--- config.mk ---
export PLATFORM = sky130hd
export DESIGN_NAME = sync_fifo_param
export DESIGN_NICKNAME = d
export VERILOG_FILES = /design/src/rtl/fifo_pkg.sv /design/src/rtl/fifo_ram_1w1r.sv /design/src/rtl/sync_fifo_param.sv
export SDC_FILE = /design/constraint.sdc
export NUM_CORES = 1
export LEC_CHECK = 0
export CAP_MARGIN = 20
export CORE_MARGIN = 3
export CORE_UTILIZATION = 50
export CTS_CLUSTER_DIAMETER = 40
export DETAILED_ROUTE_END_ITERATION = 10
export PLACE_DENSITY = 0.72
export SLEW_MARGIN = 10
export SYNTH_ARGS = -nofsm -noshare
export SYNTH_HDL_FRONTEND = slang
export SYNTH_HIERARCHICAL = 1
export SYNTH_SLANG_ARGS = --single-unit
--- constraint.sdc ---
create_clock -name clk -period 3.4 [get_ports clk]
set_clock_uncertainty 0.15 [all_clocks]
set_input_delay 0.34 -clock clk [delete_from_list [all_inputs] [get_ports clk]]
set_output_delay 0.34 -clock clk [all_outputs]
set_load 0.05 [all_outputs]
--- src/rtl/fifo_pkg.sv ---
// Shared definitions for the FIFO family: read-mode constants, a clog2 helper
// and the threshold legality check also used by the async FIFOs.
package fifo_pkg;

  localparam int FIFO_MODE_STD  = 0;
  localparam int FIFO_MODE_FWFT = 1;

  function automatic int fifo_clog2(input int value);
    int result;
    result = 0;
    while ((1 << result) < value) begin
      result = result + 1;
    end
    return result;
  endfunction

  // Thresholds are legal when almost_full can fire before or at full and
  // almost_empty sits strictly below depth.
  function automatic bit fifo_thresh_ok(input int depth, input int afull, input int aempty);
    return (afull >= 1) && (afull <= depth) && (aempty >= 0) && (aempty <= depth - 1);
  endfunction

endpackage

--- src/rtl/fifo_ram_1w1r.sv ---
// One-write one-read storage array; the read port is either a registered
// (reset, enabled) output or a combinational look-up of the read address.
module fifo_ram_1w1r #(
  parameter int data_width = 8,
  parameter int addr_width = 4,
  parameter bit reg_read   = 1'b1
) (
  input  logic                  clk,
  input  logic                  rst,
  input  logic                  wr_en,
  input  logic [addr_width-1:0] waddr,
  input  logic [data_width-1:0] wdata,
  input  logic                  rd_en,
  input  logic [addr_width-1:0] raddr,
  output logic [data_width-1:0] rdata
);

  localparam int depth = 1 << addr_width;

  logic [data_width-1:0] mem [depth];

  // Storage is deliberately not reset; only the pointers define what is live.
  always_ff @(posedge clk) begin
    if (wr_en) begin
      mem[waddr] <= wdata;
    end
  end

  if (reg_read) begin : g_reg_read
    always_ff @(posedge clk) begin
      if (rst) begin
        rdata <= '0;
      end else if (rd_en) begin
        rdata <= mem[raddr];
      end
    end
  end else begin : g_comb_read
    logic unused_ctrl;
    assign unused_ctrl = rst ^ rd_en;
    assign rdata       = mem[raddr];
  end

endmodule

--- src/rtl/sync_fifo_param.sv ---
// Single-clock parametrised FIFO with optional first-word-fall-through,
// occupancy count, almost flags and registered overflow/underflow pulses.
module sync_fifo_param
  import fifo_pkg::*;
#(
  parameter int data_width    = 8,
  parameter int addr_width    = 4,
  parameter int fwft          = FIFO_MODE_STD,
  parameter int afull_thresh  = 14,
  parameter int aempty_thresh = 2
) (
  input  logic                  clk,
  input  logic                  rst,
  input  logic                  wr_en,
  input  logic [data_width-1:0] wdata,
  input  logic                  rd_en,
  output logic [data_width-1:0] rdata,
  output logic                  valid,
  output logic                  full,
  output logic                  empty,
  output logic                  almost_full,
  output logic                  almost_empty,
  output logic [addr_width:0]   count,
  output logic                  overflow,
  output logic                  underflow
);

  localparam int depth = 1 << addr_width;
  localparam logic [addr_width:0] depth_c  = (addr_width+1)'(depth);
  localparam logic [addr_width:0] afull_c  = (addr_width+1)'(afull_thresh);
  localparam logic [addr_width:0] aempty_c = (addr_width+1)'(aempty_thresh);
  localparam logic [addr_width:0] one_c    = (addr_width+1)'(1);

  if (addr_width < 1) begin : g_bad_addr_width
    $fatal(1, "sync_fifo_param: addr_width must be >= 1");
  end
  if (!fifo_thresh_ok(depth, afull_thresh, aempty_thresh)) begin : g_bad_thresh
    $fatal(1, "sync_fifo_param: almost-full/almost-empty threshold out of range");
  end

  logic [addr_width:0] wr_ptr;
  logic [addr_width:0] rd_ptr;
  logic [addr_width:0] count_q;
  logic                rd_acc;
  logic                wr_acc;
  logic                overflow_q;
  logic                underflow_q;

  assign count        = count_q;
  assign empty        = (count_q == '0);
  assign full         = (count_q == depth_c);
  assign almost_full  = (count_q >= afull_c);
  assign almost_empty = (count_q <= aempty_c);
  assign overflow     = overflow_q;
  assign underflow    = underflow_q;

  // A write into a full FIFO is allowed only when a pop frees a slot in the
  // same cycle; an empty FIFO never bypasses write data to the read side.
  assign rd_acc = rd_en && !empty;
  assign wr_acc = wr_en && (!full || rd_acc);

  always_ff @(posedge clk) begin
    if (rst) begin
      wr_ptr      <= '0;
      rd_ptr      <= '0;
      count_q     <= '0;
      overflow_q  <= 1'b0;
      underflow_q <= 1'b0;
    end else begin
      if (wr_acc) begin
        wr_ptr <= wr_ptr + one_c;
      end
      if (rd_acc) begin
        rd_ptr <= rd_ptr + one_c;
      end
      if (wr_acc && !rd_acc) begin
        count_q <= count_q + one_c;
      end else if (rd_acc && !wr_acc) begin
        count_q <= count_q - one_c;
      end
      overflow_q  <= wr_en && !wr_acc;
      underflow_q <= rd_en && !rd_acc;
    end
  end

  fifo_ram_1w1r #(
    .data_width (data_width),
    .addr_width (addr_width),
    .reg_read   (fwft == FIFO_MODE_STD)
  ) u_ram (
    .clk   (clk),
    .rst   (rst),
    .wr_en (wr_acc),
    .waddr (wr_ptr[addr_width-1:0]),
    .wdata (wdata),
    .rd_en (rd_acc),
    .raddr (rd_ptr[addr_width-1:0]),
    .rdata (rdata)
  );

  // Standard mode flags each popped word for exactly one cycle; FWFT mode
  // presents the head word whenever anything is stored.
  if (fwft == FIFO_MODE_STD) begin : g_std_valid
    logic valid_q;
    always_ff @(posedge clk) begin
      if (rst) begin
        valid_q <= 1'b0;
      end else begin
        valid_q <= rd_acc;
      end
    end
    assign valid = valid_q;
  end else begin : g_fwft_valid
    assign valid = !empty;
  end

endmodule

# ---- After elaboration in Yosys (flattened, before gate mapping)
# Memory sizes are Yosys's and may differ from the RTL's. A register that Yosys moved wholly into a read port is not among the register bits.
# Index checks and enable logic that the tools add are counted.
dict set report classes {
  mux 4
  magnitude_cmp 2
  reduce_logical 13
  add_sub_neg 4
  eq_ne 1
}
# cell count
set ops {}
lappend ops {{$add A5 B1 Y5 const B} 3}
lappend ops {{$mux W5} 2}
lappend ops {{$logic_and A1 B1 Y1} 6}
lappend ops {{$eq A5 B5 Y1 const B} 1}
lappend ops {{$ge A5 B4 Y1 const B} 1}
lappend ops {{$le A5 B2 Y1 const B} 1}
lappend ops {{$logic_not A5 Y1} 1}
lappend ops {{$sub A5 B1 Y5 const B} 1}
lappend ops {{$logic_not A1 Y1} 4}
lappend ops {{$mux W1} 2}
lappend ops {{$reduce_bool A2 Y1} 1}
lappend ops {{$logic_or A1 B1 Y1} 1}
dict set report word_totals {
  output_inout_bits 20
  ram_bits 128
  wordCells 31
  input_bits 12
  memories 1
  ff_bits 18
}
# memory depth word_bits rd rd_clocked_by_memory_dff write_ports line
set memory_table {}
lappend memory_table {u_ram.mem 16 8 1 1 1 fifo_ram_1w1r.sv:20} ;# logic [data_width-1:0] mem [depth];

# ---- Logic depth before layout (Yosys ltp)
dict set report logic_depth {
  word_depth 9
  mapped_depth 11
  ltp_nobuf 10
}

# ---- By module
# The synthesis kept the hierarchy.
# mod seq_area_each_um2 cells_each area_each_um2 instances
set by_module_without_submodules {}
lappend by_module_without_submodules {fifo_ram_1w1r 4003.8 316 5343.9 1}
lappend by_module_without_submodules {sync_fifo_param 320.3 89 835.8 1}

# ---- Worst setup path after synthesis
# Ideal clock, no wire load.
dict set report synth_path {
  path_type {register -> output}
  start {reg count_q[4] (netlist: count[4])}
  end {out almost_empty}
  arrival_time_ps 3109
  required_time_ps 2910
  stages_incl_launch_ff 3
  path_buffers 1
  path_slack_ps -199
  path_cell_list {dfxtp_1 > clkbuf_1 > a2111oi_0}
}
dict set report synth_between {
  elab_chain_len 1
}
# element line
set synth_lines {}
lappend synth_lines {{start, declared} sync_fifo_param.sv:43} ;# logic [addr_width:0] count_q;
lappend synth_lines {{start signal, assigned} sync_fifo_param.sv:77} ;# count_q <= count_q + one_c;
lappend synth_lines {{start signal, assigned} sync_fifo_param.sv:79} ;# count_q <= count_q - one_c;
lappend synth_lines {{$le A5 B2 Y1} sync_fifo_param.sv:53} ;# assign almost_empty = (count_q <= aempty_c);
lappend synth_lines {{end, declared} sync_fifo_param.sv:22} ;# output logic almost_empty,
# Every way passes these cells.

# ---- Worst setup path after layout
dict set report layout_path {
  start {reg count_q[0] (netlist: count[0])}
  end {reg count_q[4] (netlist: count[4])}
}
dict set report layout_between {
  elab_chain_len 8
  word_cells_on_any_way 16
  cone_classes {add/sub (2); eq/ne (1); mux (2); reduce/logical (11)}
}
# element line
set layout_lines {}
lappend layout_lines {{$logic_not A5 Y1} sync_fifo_param.sv:50} ;# assign empty = (count_q == '0);
lappend layout_lines {{$logic_not A1 Y1} sync_fifo_param.sv:59} ;# assign rd_acc = rd_en && !empty;
lappend layout_lines {{$logic_and A1 B1 Y1} sync_fifo_param.sv:59}
lappend layout_lines {{$logic_or A1 B1 Y1 (*)} sync_fifo_param.sv:60} ;# assign wr_acc = wr_en && (!full || rd_acc);
lappend layout_lines {{$logic_and A1 B1 Y1 (*)} sync_fifo_param.sv:60}
lappend layout_lines {{via wr_acc} sync_fifo_param.sv:45} ;# logic wr_acc;
lappend layout_lines {{$logic_not A1 Y1} sync_fifo_param.sv:78} ;# end else if (rd_acc && !wr_acc) begin
lappend layout_lines {{$logic_and A1 B1 Y1} sync_fifo_param.sv:78}
lappend layout_lines {{$reduce_bool A2 Y1 (no source line)} --}
# Mark *: on every way through the listed nets, which the timed path passes. The rest lies on a longest branch. The select of a mux whose other input is x is not followed.
# A chain may end at the register's enable or synchronous reset.

==> results.md <==
* Setup repair after global routing missed its margin: no
* Relative slew slack at 47.2%
* Net total in the final layout at 474
* Drt first pass iters at 4
* Total wire length after detailed routing at 11800 µm
* Min-delay worst type: flop to flop
* Crit. Startpoint: count[0]
* Std cell rows at 39
* Startpoint kind of the worst setup timing path: flop
* Height of the die at 117 µm
* Final Non-Filler Cells at 632
* Slew of the pin with the lowest slew margin at 789 ps
* Post-synthesis cell count at 405
* Deepest clock path buffer count at 2
* Number of levels the H-tree was split into at 4
* Ant. Diodes at 0
* Share of final-layout standard cells stronger than drive strength 1 at 12.0%
* Initial Util at 52.5%
* Depth of the most critical reg-to-reg path at 10
* Area Overhead vs Synth at 17.4%
* Number of placed instances, taps included at 599
* Register bit count reported by yosys at 152
* Power Density at 707 mW/mm²
* Final worst-path cycle share at 95.5%
* Clock latency of the later-clocked register in the worst-skew pair at 410 ps
* 1st-iter DRT viols at 265
* TritonCTS buffer count at 17
* Post-DRT Antenna Nets at 0
* Worst EP required at 3560 ps
* # Post-CTS Setup Buffers at 0
* Capture instance of the worst register-to-register path: count[4]
* Syn. warnings at 6
* Routability congestion estimate from global placement at 0.798
* TritonCTS Sinks at 152
* Buffer cell driving the clock tree root: clkbuf_16
* Launch instance of the worst register-to-register path: count[0]
* Number of slew-limit violations in the final report at 0
* Combined buffer and inverter count along the critical path at 2
* Mean number of vias per cell at 5.47
* Count of hold buffers inserted by post-cts repair at 0
* CP endpoint: count[4]
* Post-layout minimum cycle time at 3250 ps
* Full die area at 0.0137 mm²
* Detail Placement HPWL at 7480 µm
* Data arrival, critical path at 3400 ps
* Slack of the worst reg-to-reg path at 150 ps
* Ordered list of cells on the worst path: or4_4, o31ai_4, inv_1, ha_1, inv_1, ha_1, a21oi_1, a211oi_1, a31oi_1, mux2_2
* Sequential element share of the synthesized area at 70.0%
* Port Buffers at 31
* Outcome: finished, final reports clean
* Via count of the routed design at 3455
* Unique masters post-synth at 41
* Post-synthesis net count at 424
* Critical path fanouts, max at 8
* Grt ovf at 0
* Final setup TNS at 0 ps
* Worst-case vdd ir drop at 0.718 mV
* Vias in the first global route at 3564
* First-pass GRT wire length at 18700 µm
* TritonCTS clock tree: built
* Die extent in x at 117 µm
* GRT Util Overall at 18.7%
* Pin count of the biggest net entering global routing at 38
* Sort of element at the end of the critical path: flop
* Most common cell after layout, fill and taps aside: edfxtp_1
* Per-instance average area after synthesis at 15.3 µm²
* Core box area at 0.0118 mm²
* Post-detailed-route DRC marker count at 0
* Critical path's top delay family: compound AO/OA/AOI/OAI gates
* Levels on crit path at 10
* Static Leakage at 2.37 nW
* Count of boundary I/O pins at 32
* Number of hold-slack violations in the final timing report at 0
* Antenna violations before repair at 0
* Peak per-stage delay on the critical path at 630 ps
* Hold slack final at 298 ps
* Post-CTS resize count at 0
* Average detailed-routed wire length per instance at 18.7 µm
* CTS clk-pin slew, worst paths at 60 ps
* Maximum clock rate at 0.308 GHz
* Setup violation total in the final timing report at 0
* Mapped Area at 0.00618 mm²
* Top library cells by usage in the layout, fill and taps aside: edfxtp_1, mux2i_1, nor2_1
* Worst path slowest cell: or4_4
* Critical path start-end classification: flop to flop
* Max-Cap Viols at 0
## logic make-up (layout without fill, tap and decap cells)
logic type               Yosys count  count (layout)  share of synthesized area [%]
adder cells (fa/ha/maj)            7               7                           1.54
AO/OA/AOI/OAI                     46              46                           5.45
AND/OR/NAND/NOR                  102             102                           8.04
XOR/XNOR                           7               7                          0.992
buffers and inverters             23              86                           2.98
multiplexers                      68              68                           11.0
flip-flops                       152             152                           70.0
## sequential cells by signal, summed over array words and instances, names as in the netlist
signal and cells:
rd_ptr 4, u_ram/mem 128, count 5, valid 1
wr_ptr 4, underflow 1, overflow 1, u_ram/rdata 8
## cells in the mapped netlist, drive strengths merged
cell	number	area, µm²
or3b	1	8.76
and3	1	6.26
nor4	1	6.26
mux2i	67	671
fa	1	20.0
clkbuf	4	15.0
nor4bb	1	10.0
o211ai	2	15.0
dfxtp	24	480
nor3b	1	12.5
a22oi	24	180
o311ai	1	16.3
nor3	5	25.0
nand3b	3	22.5
buf	15	154
or3	2	12.5
a211oi	1	7.51
o31ai	1	21.3
o21ai	2	13.8
ha	6	75.1
nand2b	3	18.8
nor2b	2	12.5
nor2	32	120
a31oi	1	6.26
and2	1	6.26
mux2	1	11.3
xor2	6	52.6
or4	1	11.3
a2111oi	1	8.76
nand3	28	140
and4bb	1	12.5
xnor2	1	8.76
inv	4	15.0
a21o	1	7.51
nand2	19	71.3
edfxtp	128	3840
a21oi	12	60.1
## report_power, final
group / internal [W] / total [W] / switching [W]
Sequential: 0.00214 / 0.00224 / 0.000102
Clock: 0.00111 / 0.00177 / 0.000663
Combinational: 0.000389 / 0.00111 / 0.000725
## worst min-delay path: stages, from the launching register on
cell and delay [ps]:
dfxtp_1 320, nand2_1 50, nand3_1 50
## worst min-delay path by stage
| stage | startpoint | end | slack (ps) | cells past startpoint |
|---|---|---|---|---|
| global placement | u_ram/rdata[3] | u_ram/rdata[3] | 290 | 2 |
| floorplan | wdata[0] | u_ram/mem[0][0] | 290 | 0 |
| finish | u_ram/rdata[3] | u_ram/rdata[3] | 300 | 2 |
| CTS | u_ram/rdata[3] | u_ram/rdata[3] | 300 | 2 |
| global route | u_ram/rdata[5] | u_ram/rdata[5] | 340 | 2 |
| detailed placement | u_ram/rdata[3] | u_ram/rdata[3] | 290 | 2 |
## routing by layer
| metal | global-route usage (%) | wire (µm) | up-vias |
|---|---|---|---|
| li1 | - | - | 1649 |
| met1 | 23.5 | 4920 | 1685 |
| met2 | 30.1 | 5940 | 105 |
| met3 | 5.66 | 774 | 16 |
| met4 | 8.18 | 177 | 0 |
| met5 | 0 | 0 | - |
## cell type report
type | count | area, µm²
Fill cell | 839 | 4510
Clock inverter | 9 | 101
Inverter | 4 | 15.0
Timing Repair Buffer | 50 | 463
Tap cell | 164 | 205
Sequential cell | 152 | 4330
Clock buffer | 23 | 468
Multi-Input combinational cell | 230 | 1670
## through the flow
step	utilization, %	total power (W)	instance area [µm²]	setup slack (ps)
after floorplan	-	0.00304	6180	153
after global placement	56.8	0.00336	6680	276
after detailed placement	56.8	0.00339	6680	194
after CTS	61.6	0.00517	7250	181
after global routing	61.7	0.00535	7250	1.94
final	61.7	0.00513	7250	154
No activity file was read; power rests on OpenSTA's default activity.
